`src/rtl/inst_mem_loader.sv`:
```
// Instruction-memory loader: assembles big-endian 32-bit words from a byte
// stream, writes them to consecutive word addresses and holds the CPU meanwhile.
module inst_mem_loader #(
  parameter int unsigned         ADDR_W    = 6,
  parameter logic [ADDR_W-1:0]   BASE_ADDR = '0
) (
  input  logic              Clk,
  input  logic              Rst,
  input  logic              Start,
  input  logic [ADDR_W:0]   Load_Len,
  input  logic [7:0]        Byte_In,
  input  logic              Byte_Valid,
  output logic              Byte_Ready,
  output logic [ADDR_W-1:0] Mem_Addr,
  output logic [31:0]       Mem_WData,
  output logic              Mem_WE,
  output logic              Cpu_Hold,
  output logic              Busy,
  output logic              Done,
  output logic [31:0]       Checksum
);

  localparam logic [ADDR_W:0] MAX_LEN = {1'b1, {ADDR_W{1'b0}}};

  typedef enum logic [1:0] {S_IDLE, S_COLLECT, S_WRITE, S_DONE} state_t;

  state_t          state, state_nxt;
  logic [1:0]      byte_cnt;
  logic [ADDR_W:0] len_q;
  logic [ADDR_W:0] wcnt;
  logic [31:0]     word_q;
  logic            byte_xfer;
  logic            start_load;
  logic            last_word;

  // A load can never exceed the memory depth.
  function automatic logic [ADDR_W:0] clamp_len(input logic [ADDR_W:0] len);
    return (len > MAX_LEN) ? MAX_LEN : len;
  endfunction

  assign byte_xfer  = Byte_Valid && Byte_Ready;
  assign start_load = (state == S_IDLE) && Start && (Load_Len != '0);
  assign last_word  = ((wcnt + (ADDR_W+1)'(1)) == len_q);
  assign Mem_WData  = word_q;

  always_ff @(posedge Clk) begin
    if (!Rst) state <= S_IDLE;
    else      state <= state_nxt;
  end

  always_comb begin
    state_nxt  = state;
    Byte_Ready = 1'b0;
    Mem_WE     = 1'b0;
    Cpu_Hold   = 1'b0;
    Busy       = 1'b1;
    Done       = 1'b0;
    case (state)
      S_IDLE: begin
        Busy = 1'b0;
        if (Start) state_nxt = (Load_Len == '0) ? S_DONE : S_COLLECT;
      end
      S_COLLECT: begin
        Byte_Ready = 1'b1;
        Cpu_Hold   = 1'b1;
        if (Byte_Valid && (byte_cnt == 2'd3)) state_nxt = S_WRITE;
      end
      S_WRITE: begin
        Mem_WE    = 1'b1;
        Cpu_Hold  = 1'b1;
        state_nxt = last_word ? S_DONE : S_COLLECT;
      end
      S_DONE: begin
        Done      = 1'b1;
        state_nxt = S_IDLE;
      end
      default: state_nxt = S_IDLE;
    endcase
  end

  // Word assembly, address walk and running checksum.
  always_ff @(posedge Clk) begin
    if (!Rst) begin
      byte_cnt <= '0;
      len_q    <= '0;
      wcnt     <= '0;
      word_q   <= '0;
      Mem_Addr <= BASE_ADDR;
      Checksum <= '0;
    end else begin
      if (start_load) begin
        len_q    <= clamp_len(Load_Len);
        wcnt     <= '0;
        byte_cnt <= '0;
        Mem_Addr <= BASE_ADDR;
        Checksum <= '0;
      end
      if (byte_xfer) begin
        word_q   <= {word_q[23:0], Byte_In};
        byte_cnt <= byte_cnt + 2'd1;
      end
      if (state == S_WRITE) begin
        Checksum <= Checksum ^ word_q;
        wcnt     <= wcnt + (ADDR_W+1)'(1);
        // Address stays on the last written word once the load finishes.
        if (!last_word) Mem_Addr <= Mem_Addr + ADDR_W'(1);
      end
    end
  end

endmodule
```
`config.mk`:
```
export PLATFORM = sky130hd
export DESIGN_NAME = inst_mem_loader
export DESIGN_NICKNAME = d
export VERILOG_FILES = /design/src/rtl/inst_mem_loader.sv
export SDC_FILE = /design/constraint.sdc
export NUM_CORES = 1
export LEC_CHECK = 0
export CAP_MARGIN = 15
export CORE_ASPECT_RATIO = 1.2
export CORE_MARGIN = 5
export CORE_UTILIZATION = 49
export DETAILED_ROUTE_END_ITERATION = 16
export HOLD_SLACK_MARGIN = 0.05
export PLACE_DENSITY = 0.83
export SYNTH_ARGS = -nofsm -noshare
export SYNTH_HDL_FRONTEND = slang
export SYNTH_SLANG_ARGS = --single-unit
```
`constraint.sdc`:
```
create_clock -name Clk -period 2.5 [get_ports Clk]
set_input_delay 0.375 -clock Clk [delete_from_list [all_inputs] [get_ports Clk]]
set_output_delay 0.375 -clock Clk [all_outputs]
set_load 0.02 [all_outputs]
```
==> flow_summary.yaml <==
placement:
  dp_hpwl_mm: 6.66
  gp_congestion: 0.833
  dpl_cell_area_um2: 4810
  port_buffers: 93
clock_network:
  cts_setup_buffers: 0
  cts_tree: "yes"
  clkSlewWorstSetupHoldPaths_ns: 0.10
  post_cts_resized: 0
  cts_sinks: 88
  clk_path_buf_depth: 2
  cts_made_buffers: 9
  clockRootBuffer: "clkbuf_8"
  htree_levels: 3
  clk_latency_ns: 0.37
  ctsHoldBuffers: 0
setup_path:
  path_delay_family: "buffers and inverters"
  cp.required_ns: 2.12
  critPathKind: "flip-flop to output port"
  worstPathArrival_ns: 2.01
  path_buf_inv: 2
  worst_setup_path_end_kind: "output port"
  crit_path_start_kind: "flip-flop"
  max_stage_delay_ns: 0.69
  cp_slowest_cell: "clkdlybuf4s50_1"
  worstPathMaxFanout: 18
  critical_path.cell_chain: "inv_1, ha_2, clkdlybuf4s50_1"
timing:
  setup_viol: 0
  rsz0062_at_grt: "no"
  finalCritPeriodShare: 0.953
  slew_viol_final: 0
  fin_skew_ns: 0.0133
  fmax_mhz: 420
  fin_setup_tns_ns: 0
  fin_crit_ns: 2.38
  finalHoldViolations: 0
  worst_pin_slew_ns: 0.430
  slew_headroom: 0.713
route:
  detail_route.wirelength_mm: 9.44
  vias: 3345
  drtPass1Iterations: 5
  drt_iter0_drc: 166
  drc: 0
  ant_nets: 0
  viasPerCell: 5.23
  wl_per_cell_um: 14.8
yosys:
  syn_avg_cell_area_um2: 8.36
  async_flop_share: 0
  synth-seq-area-share: 0.469
  synth_edf_count: 0
  synth_area_um2: 3750
  ys_warn_count: 0
  yosys.area.top_type: "dfxtp_1"
  synthDistinctLibCells: 52
  synth_flop_cell: "dfxtp_1"
  ys_ff_latch: 88
  synth_top_area_frac: 0.469
  syn_nets: 476
  yosys-top-cells-area: "dfxtp_1 47%, nand2_1 11%, xor2_1 8.4%"
  synthCells: 449
global_routing:
  antenna_found_initial: 0
  grt_pass1_vias: 3368
  grt_pass1_wl_mm: 16.1
  overflow: 0
  grt_max_degree: 35
  track_usage: 0.202
power:
  p_comb_frac: 0.308
  irDropWorstVdd_mv: 0.472
  powerDensity_nw_per_um2: 727
  p_leak_nw: 1.76
  switching_share: 0.368
  power_switching_mw: 1.34
  clockPowerShare: 0.266
  p_seq_frac: 0.426
  power.internal_mw: 2.30
layout:
  final_cell_area_um2: 5000
  drive_gt1_frac: 0.0914
  nNetsFinal: 569
  n_fill_cell: 629
  n_antenna_cell: 0
  syn_to_final_growth_pct: 33.3
floorplanning:
  die-area_um2: 9520
  initial_core_util: 0.496
  die_h_um: 106
  rows: 35
  core_area_um2: 7580
  fp.dieW_um: 89.9
  top_level_ports: 94
run_status:
  status: "finished, final reports clean"
flow_run:
  max-cap-violations: 0
worst_hold_path:
  hold_path.class: "flip-flop to flip-flop"
==> cell usage in the layout (no fill, tap or decap), types with 2 or more instances in the layout <==
master	n
a31oi_1	3
o31ai_1	2
xnor2_1	2
or4_1	2
nand2_1	109
ha_1	7
or3b_2	2
mux2i_1	3
nand4_1	2
inv_6	4
nand2b_1	3
a21o_1	2
inv_1	5
nand3b_1	2
o21ai_0	8
clkdlybuf4s50_1	93
buf_12	2
nand3_1	13
or2_2	2
xor2_1	36
clkbuf_8	9
nor3b_1	7
or4_4	3
and2_1	2
buf_4	13
a21oi_1	49
nor2_1	48
dfxtp_1	88
==> kinds of logic (layout without fill, tap and decap cells) <==
logic type               after synthesis  count (layout)  share of synthesized area
buffers and inverters                 32             130                     0.0420
multiplexers                           4               4                     0.0110
XOR/XNOR                              38              38                     0.0886
adder cells (fa/ha/maj)                8               8                     0.0267
flip-flops                            88              88                      0.469
AND/OR/NAND/NOR                      202             202                      0.239
AO/OA/AOI/OAI                         77              77                      0.123
==> tightest hold or removal path, cell delays in order, from the launching register on <==
cell and delay, ns:
dfxtp_1 0.33, nand2_1 0.06, a21oi_1 0.05
==> power groups by stage <==
stage	Sequential [mW]	Clock (mW)	Combinational [mW]
3_5_place_dp	1.58	0	1.12
3_3_place_gp	1.58	0	1.09
4_1_cts	1.55	0.986	1.13
2_1_floorplan	1.60	0	0.648
5_1_grt	1.56	1.06	1.22
6_report	1.55	0.969	1.12
==> layer usage <==
layer  share of wire  GRT usage  up-vias
met5               0          0        -
met2            0.51      0.346       88
met3           0.051     0.0538       13
met4           0.017     0.0766        0
li1                -          -     1675
met1            0.42      0.240     1569
==> per-stage QoR <==
stage	hold slack (ns)	util	setup slack [ns]	cells	power (mW)
floorplan	0.452	-	0.422	449	2.25
global placement	0.457	0.635	0.0324	623	2.67
detailed placement	0.467	0.635	0.0196	623	2.70
CTS	0.480	0.661	0.111	639	3.66
global route	0.509	0.661	0.0227	639	3.84
finish	0.481	0.661	0.118	639	3.64
==> final timing paths <==
path	endpoint	depth (start not counted)	from	slack (ns)
worst max register to register	state[1]$_SDFFE_PN0P_	7	wcnt[0]$_SDFFE_PN0P_	0.15
worst min-delay path	Mem_WData[27]$_SDFFE_PN0P_	2	Mem_WData[27]$_SDFFE_PN0P_	0.48
worst min register to register	Mem_WData[27]$_SDFFE_PN0P_	2	Mem_WData[27]$_SDFFE_PN0P_	0.48
worst max-delay path	Mem_WE	3	state[0]$_SDFFE_PN0P_	0.12
==> Yosys cell counts, types with 2 or more instances <==
library cell and count:
nand2_1 109, dfxtp_1 88, a21oi_1 49, nor2_1 48
xor2_1 36, clkbuf_1 18, nand3_1 13, ha_1 8
o21ai_0 8, nor3b_1 7, inv_1 5, a31oi_1 3
mux2i_1 3, nand2b_1 3, or4_4 3, a21o_1 2
and2_1 2, buf_2 2, buf_6 2, nand3b_1 2
nand4_1 2, o31ai_1 2, or2_2 2, or3b_2 2
or4_1 2, xnor2_1 2
==> final cells by class <==
class	count	area (µm²)	area share
Clock buffer	9	124	0.0248
Inverter	6	22.5	0.00450
Tap cell	92	115	0.0230
Timing Repair Buffer	108	1070	0.213
Clock inverter	7	71.3	0.0142
Sequential cell	88	1760	0.352
Multi-Input combinational cell	329	1840	0.368
==> flip-flops by register name (all words and copies together) (netlist names) <==
signal and cells:
Checksum 32, Mem_Addr 6, Mem_WData 32, byte_cnt 2, len_q 7, state 2, wcnt 7
No activity file was read; power rests on OpenSTA's default activity.
